--- config.mk ---
export PLATFORM = sky130hd
export DESIGN_NAME = asrv32_mem_arbiter
export DESIGN_NICKNAME = d
export VERILOG_FILES = /design/src/rtl/asrv32_mem_arbiter.sv
export SDC_FILE = /design/constraint.sdc
export NUM_CORES = 1
export LEC_CHECK = 0
export CAP_MARGIN = 20
export CORE_UTILIZATION = 40
export DETAILED_ROUTE_END_ITERATION = 10
export GPL_TIMING_DRIVEN = 0
export HOLD_SLACK_MARGIN = 0.1
export PLACE_DENSITY = 0.86
export SLEW_MARGIN = 40
export SYNTH_ARGS = -nofsm -noshare
export SYNTH_HDL_FRONTEND = slang
export SYNTH_SLANG_ARGS = --single-unit
--- constraint.sdc ---
create_clock -name i_clk -period 2.1 [get_ports i_clk]
set_clock_uncertainty 0.15 [all_clocks]
set_input_delay 0.21 -clock i_clk [delete_from_list [all_inputs] [get_ports i_clk]]
set_output_delay 0.21 -clock i_clk [all_outputs]
set_load 0.005 [all_outputs]
--- src/rtl/asrv32_mem_arbiter.sv ---
// Two-port (instruction fetch / load-store) round-robin arbiter onto one shared memory bus.
// Optional access timeout with bus-error response is enabled by defining ASRV32_ARB_TIMEOUT_EN.
module asrv32_mem_arbiter #(
    parameter int unsigned TIMEOUT_CYCLES = 16,
    parameter logic [31:0] ERR_DATA       = 32'hDEAD_BEEF
) (
    input  logic        i_clk,
    input  logic        rst_n,
    input  logic        i_inst_stb,
    input  logic [31:0] i_inst_addr,
    output logic        o_inst_ack,
    output logic [31:0] o_inst_data,
    input  logic        i_data_stb,
    input  logic [31:0] i_data_addr,
    input  logic [31:0] i_data_wdata,
    input  logic [3:0]  i_data_wr_mask,
    input  logic        i_data_wr_en,
    output logic        o_data_ack,
    output logic [31:0] o_data_rdata,
    output logic        o_mem_stb,
    output logic [31:0] o_mem_addr,
    output logic [31:0] o_mem_wdata,
    output logic [3:0]  o_mem_wr_mask,
    output logic        o_mem_wr_en,
    input  logic        i_mem_ack,
    input  logic [31:0] i_mem_rdata,
    output logic        o_bus_err
);

    localparam logic [1:0] ST_IDLE = 2'd0;
    localparam logic [1:0] ST_REQ  = 2'd1;
    localparam logic [1:0] ST_WAIT = 2'd2;
    localparam logic [1:0] ST_RESP = 2'd3;

    logic [1:0]  state_r;
    logic [1:0]  state_nxt_s;
    logic        last_grant_r;   // 1 = data port was granted last
    logic        grant_data_r;   // port owning the current transaction
    logic        grant_s;
    logic        grant_data_s;
    logic        mem_done_s;
    logic        timeout_s;
    logic [31:0] resp_data_s;

    logic        inst_ack_r;
    logic [31:0] inst_data_r;
    logic        data_ack_r;
    logic [31:0] data_rdata_r;
    logic        mem_stb_r;
    logic [31:0] mem_addr_r;
    logic [31:0] mem_wdata_r;
    logic [3:0]  mem_wr_mask_r;
    logic        mem_wr_en_r;
    logic        bus_err_r;

`ifdef ASRV32_ARB_TIMEOUT_EN
    localparam int unsigned CNT_W = (TIMEOUT_CYCLES < 2) ? 1 : $clog2(TIMEOUT_CYCLES);
    logic [CNT_W-1:0] tmo_cnt_r;

    // Count WAIT cycles without an acknowledge; restarts on every REQ.
    always_ff @(posedge i_clk or negedge rst_n) begin
        if (!rst_n) begin
            tmo_cnt_r <= {CNT_W{1'b0}};
        end else if (state_r == ST_REQ) begin
            tmo_cnt_r <= {CNT_W{1'b0}};
        end else if ((state_r == ST_WAIT) && !i_mem_ack && !timeout_s) begin
            tmo_cnt_r <= tmo_cnt_r + {{(CNT_W-1){1'b0}}, 1'b1};
        end else begin
            tmo_cnt_r <= tmo_cnt_r;
        end
    end

    // Timeout fires on the last allowed WAIT cycle, unless the memory answers in it.
    always_comb begin
        if ((state_r == ST_WAIT) && !i_mem_ack &&
            (tmo_cnt_r == CNT_W'(TIMEOUT_CYCLES - 1))) begin
            timeout_s = 1'b1;
        end else begin
            timeout_s = 1'b0;
        end
    end
`else
    assign timeout_s = 1'b0;
`endif

    // Arbitration: a lone requester wins; on contention the port not served last wins.
    always_comb begin
        grant_s = i_inst_stb | i_data_stb;
        if (i_inst_stb && i_data_stb) begin
            grant_data_s = ~last_grant_r;
        end else if (i_data_stb) begin
            grant_data_s = 1'b1;
        end else begin
            grant_data_s = 1'b0;
        end
    end

    // An acknowledge counts only while a request is outstanding (REQ or WAIT).
    always_comb begin
        if (((state_r == ST_REQ) || (state_r == ST_WAIT)) && i_mem_ack) begin
            mem_done_s = 1'b1;
        end else begin
            mem_done_s = 1'b0;
        end
        if (timeout_s) begin
            resp_data_s = ERR_DATA;
        end else begin
            resp_data_s = i_mem_rdata;
        end
    end

    // Next-state logic.
    always_comb begin
        state_nxt_s = state_r;
        case (state_r)
            ST_IDLE: begin
                if (grant_s) begin
                    state_nxt_s = ST_REQ;
                end else begin
                    state_nxt_s = ST_IDLE;
                end
            end
            ST_REQ: begin
                if (mem_done_s) begin
                    state_nxt_s = ST_RESP;
                end else begin
                    state_nxt_s = ST_WAIT;
                end
            end
            ST_WAIT: begin
                if (mem_done_s || timeout_s) begin
                    state_nxt_s = ST_RESP;
                end else begin
                    state_nxt_s = ST_WAIT;
                end
            end
            ST_RESP: begin
                state_nxt_s = ST_IDLE;
            end
            default: begin
                state_nxt_s = ST_IDLE;
            end
        endcase
    end

    // State, grant capture, memory request and response registers.
    always_ff @(posedge i_clk or negedge rst_n) begin
        if (!rst_n) begin
            state_r       <= ST_IDLE;
            last_grant_r  <= 1'b0;
            grant_data_r  <= 1'b0;
            inst_ack_r    <= 1'b0;
            inst_data_r   <= 32'h0000_0000;
            data_ack_r    <= 1'b0;
            data_rdata_r  <= 32'h0000_0000;
            mem_stb_r     <= 1'b0;
            mem_addr_r    <= 32'h0000_0000;
            mem_wdata_r   <= 32'h0000_0000;
            mem_wr_mask_r <= 4'b0000;
            mem_wr_en_r   <= 1'b0;
            bus_err_r     <= 1'b0;
        end else begin
            state_r     <= state_nxt_s;
            mem_stb_r   <= 1'b0;
            mem_wr_en_r <= 1'b0;
            inst_ack_r  <= 1'b0;
            data_ack_r  <= 1'b0;
            bus_err_r   <= 1'b0;

            if ((state_r == ST_IDLE) && grant_s) begin
                grant_data_r <= grant_data_s;
                last_grant_r <= grant_data_s;
                mem_stb_r    <= 1'b1;
                if (grant_data_s) begin
                    mem_addr_r    <= i_data_addr;
                    mem_wdata_r   <= i_data_wdata;
                    mem_wr_mask_r <= i_data_wr_mask;
                    mem_wr_en_r   <= i_data_wr_en;
                end else begin
                    mem_addr_r    <= i_inst_addr;
                    mem_wdata_r   <= 32'h0000_0000;
                    mem_wr_mask_r <= 4'b0000;
                    mem_wr_en_r   <= 1'b0;
                end
            end else begin
                grant_data_r <= grant_data_r;
                last_grant_r <= last_grant_r;
            end

            // Response is presented during the RESP cycle, on the owning port only.
            if (mem_done_s || timeout_s) begin
                bus_err_r <= timeout_s;
                if (grant_data_r) begin
                    data_ack_r   <= 1'b1;
                    data_rdata_r <= resp_data_s;
                end else begin
                    inst_ack_r   <= 1'b1;
                    inst_data_r  <= resp_data_s;
                end
            end else begin
                inst_data_r  <= inst_data_r;
                data_rdata_r <= data_rdata_r;
            end
        end
    end

    assign o_inst_ack    = inst_ack_r;
    assign o_inst_data   = inst_data_r;
    assign o_data_ack    = data_ack_r;
    assign o_data_rdata  = data_rdata_r;
    assign o_mem_stb     = mem_stb_r;
    assign o_mem_addr    = mem_addr_r;
    assign o_mem_wdata   = mem_wdata_r;
    assign o_mem_wr_mask = mem_wr_mask_r;
    assign o_mem_wr_en   = mem_wr_en_r;
    assign o_bus_err     = bus_err_r;

endmodule

==> results by group <==
Synth
  • Unique cell type count in the Yosys netlist: 26
  • Largest area contributor in the netlist: dfrtp_1
  • Post-synthesis net count: 554
  • Syn. warnings: 0
  • Sequential fraction of the synthesis area: a little under two thirds
  • Share of the synthesized area in the top cell type: a little under two thirds
  • Largest cells by area after synthesis: dfrtp_1, mux2_2, a21oi_1
  • Synthesized cell area: 5450 µm²
  • Cells after Synth: 414
  • Synthesized flop and latch total: approximately 140
  • Synth Area per Inst: around 13 µm²

Timing
  • Slew @ Worst Pin: roughly 0.51 ns
  • Fin. Hold Viols: 0
  • Slew Viols, Final: 0
  • Post-layout min period: approximately 2.0 ns
  • Fmax: 499 MHz
  • RSZ-0062 raised after global routing: no
  • Relative slew slack: 66.3%
  • Final setup viols: 0
  • Fin crit share: between 90% and 100%
  • Setup_tns: 0 ns
  • Final worst slack: 0.0964 ns
  • Min Hold Slack: 0.189 ns

Critical path
  • Cell repeated most along the worst path: buf_4
  • Crit-path max FO: 10
  • Reg2reg start: state_r[1]
  • R2r setup slk: 0.1 ns
  • Worst EP arrival: 2.13 ns
  • Worst path max stage delay: 0.35 ns
  • Crit path capture type: flip-flop
  • Critical path cell sequence: inv_1 > ha_1 > nand2_1 > or2_1 > buf_4 > inv_2 > buf_4 > mux2_1
  • CP startpoint kind: flip-flop
  • Crit-path slowest cell: mux2_1
  • R2r endpoint: o_inst_data[3]
  • Worst Reg2Reg Path Length in Cells: 8
  • CP Class: reg2reg
  • Data required time at the worst endpoint: 2.23 ns

Finish
  • Final nets: 848
  • Synth-to-layout area growth: 65.7%
  • Fillers: 922
  • Layout cells sized above 1: ~15%
  • Area of the multi-input gates: about 1800 µm²
  • Reg area: 3480 µm²
  • N_diodes: 0

Global route
  • Initial antenna violation count: 0
  • Tot GR Track Use: between 20% and 30%
  • Largest net degree at the start of global routing: 75
  • Global-route wire length before repair: 24300 µm
  • Grt ovf: 0
  • Vias in the first global route: 4657

Power and ir drop
  • Power, Total: 13.8 mW
  • Leakage: 3.97 nW
  • Pwr dens: 1530 nW/µm²
  • VDD IR-drop max: 0.693 mV

Drt
  • Wl on met1: about 5800 µm
  • Final wirelength: 15300 µm
  • Wirelength per Cell: 17.0 µm
  • Vias per Instance: 5.00
  • DR vias: 4479
  • DRC Markers: 0
  • DRT iter0 DRCs: 158
  • Met3 WL post-DR: between 1000 and 1500 µm
  • Antenna Nets Post-Route: 0
  • 1st-pass router iterations: 4
  • Top sig layer: met4
  • WL met2: 7880 µm

CTS
  • Clock buffer count from CTS: 17
  • CTS Buffer Depth: 2
  • H-tree depth: 4
  • Clk sinks: around 140
  • TritonCTS clock tree: built
  • Clock-pin slew on the worst setup and hold paths: 0.05 ns
  • CTS Root Cell: clkbuf_16
  • Clock latency on the worst-skew pair: 0.40 ns
  • Post_cts resized: 0

Floorplanning
  • Starting density of the core: 41.1%
  • Die Y: 119 µm
  • Core Area: 13200 µm²
  • Core Rows: 42
  • I/O Pins: between 200 and 300
  • Die area: 14100 µm²
  • Chip width: 119 µm

Run status
  • Outcome: completed

Flow run
  • Max_cap viols: 0

Worst hold path
  • Worst min-delay path category: in2async

Place
  • DP HPWL: 11600 µm
  • Placer Congestion: 0.835
  • Setup WS pre-CTS: between 0.03 and 0.04 ns
  • IO Port Bufs: 273
==> layout make-up <==
class | instances | area share [%]
inverter | 5 | 0.208
clock buffer | 23 | 5.18
clock inverter | 8 | 1.30
timing repair buffer | 275 | 30.7
buffer | 28 | 1.94
tap | 176 | 2.44
sequential | 139 | 38.5
multi-input combinational | 242 | 19.7
==> flip-flops by register name, summed over array words and instances (netlist names) <==
signal,count
o_mem_wdata,32
o_mem_stb,1
o_data_rdata,32
o_inst_ack,1
o_mem_wr_en,1
o_mem_wr_mask,4
o_inst_data,32
state_r,2
o_data_ack,1
o_mem_addr,32
grant_data_r,1
==> repair_timing <==
action	4_1_cts	5_1_grt
endpoints found under the hold margin	139	0
hold buffers	1	0
setup buffers	0	0
==> worst max-delay path: cells and delay by family, from the launching register on <==
kind          cells  cell delay (ns)
buf+inv           4             0.46
mux               1             0.35
flops             1             0.33
fa+ha+maj         1             0.31
simple gates      2             0.27
==> synth_stat cells, drive strengths merged <==
cell and instances:
conb 1, a21bo 1, nor2 32, mux2 64, nand3 1, and3 1
o21ai 3, dfrtp 139, inv 5, a22o 36, and2 1, a21oi 64
clkbuf 8, a21o 1, a21boi 1, or2 1, buf 20, ha 2
nand2 33
==> cells by family after synthesis <==
family	share of synthesized area [%]
simple gates	4.92
mux	14.6
flops	63.8
fa+ha+maj	0.459
other cells	0.0688
buf+inv	3.56
compound gates	12.5
==> power by group <==
group | switching [mW] | leakage, nW | internal (mW) | total (mW)
sequential | 0.735 | 1.67 | 4.03 | 4.77
clock | 1.07 | 0.287 | 1.92 | 2.98
combinational | 2.18 | 2.01 | 3.90 | 6.08
==> per-stage QoR <==
stage               instances  cell area, µm²  util, %
finish                    896            9030     68.2
global route              896            9030     68.2
CTS                       896            9030     68.2
detailed placement        864            8430     63.7
global placement          863            8400     63.4
floorplan                 414            5450        -
==> routing by layer <==
| layer | vias to the layer above | GRT usage, % |
|---|---|---|
| met3 | 35 | 6.95 |
| met4 | 0 | 11.8 |
| li1 | 2031 | - |
| met5 | - | 0 |
| met1 | 2191 | 25.2 |
| met2 | 222 | 38.7 |
==> cells in the final DEF, fill, tap and decap left out, types with 2 or more instances in the layout <==
| master | netlist | routed |
|---|---|---|
| mux2_4 | 20 | 20 |
| o21ai_0 | 2 | 2 |
| clkdlybuf4s50_1 | 0 | 272 |
| a22o_1 | 36 | 36 |
| mux2_1 | 9 | 9 |
| inv_1 | 4 | 4 |
| buf_4 | 4 | 4 |
| dfrtp_1 | 139 | 139 |
| mux2_2 | 35 | 35 |
| nor2_1 | 32 | 32 |
| buf_1 | 2 | 2 |
| nand2_1 | 33 | 33 |
| buf_2 | 8 | 8 |
| clkinv_2 | 0 | 4 |
| clkbuf_16 | 0 | 17 |
| bufinv_16 | 0 | 3 |
| clkbuf_1 | 8 | 12 |
| ha_1 | 2 | 2 |
| buf_6 | 6 | 6 |
| a21oi_1 | 64 | 64 |
| clkbuf_8 | 0 | 2 |
==> worst max-delay path by stage <==
stage	startpoint	endpoint	depth (start not counted)
after floorplan	state_r[0]	o_inst_data[1]	8
after global routing	state_r[1]	o_inst_data[3]	8
final	state_r[1]	o_inst_data[3]	8
after detailed placement	i_mem_ack	o_inst_data[3]	7
after global placement	rst_n	o_mem_addr[28]	1
after CTS	state_r[1]	o_inst_data[7]	8
Note: power is estimated with default switching activity, not from simulation.
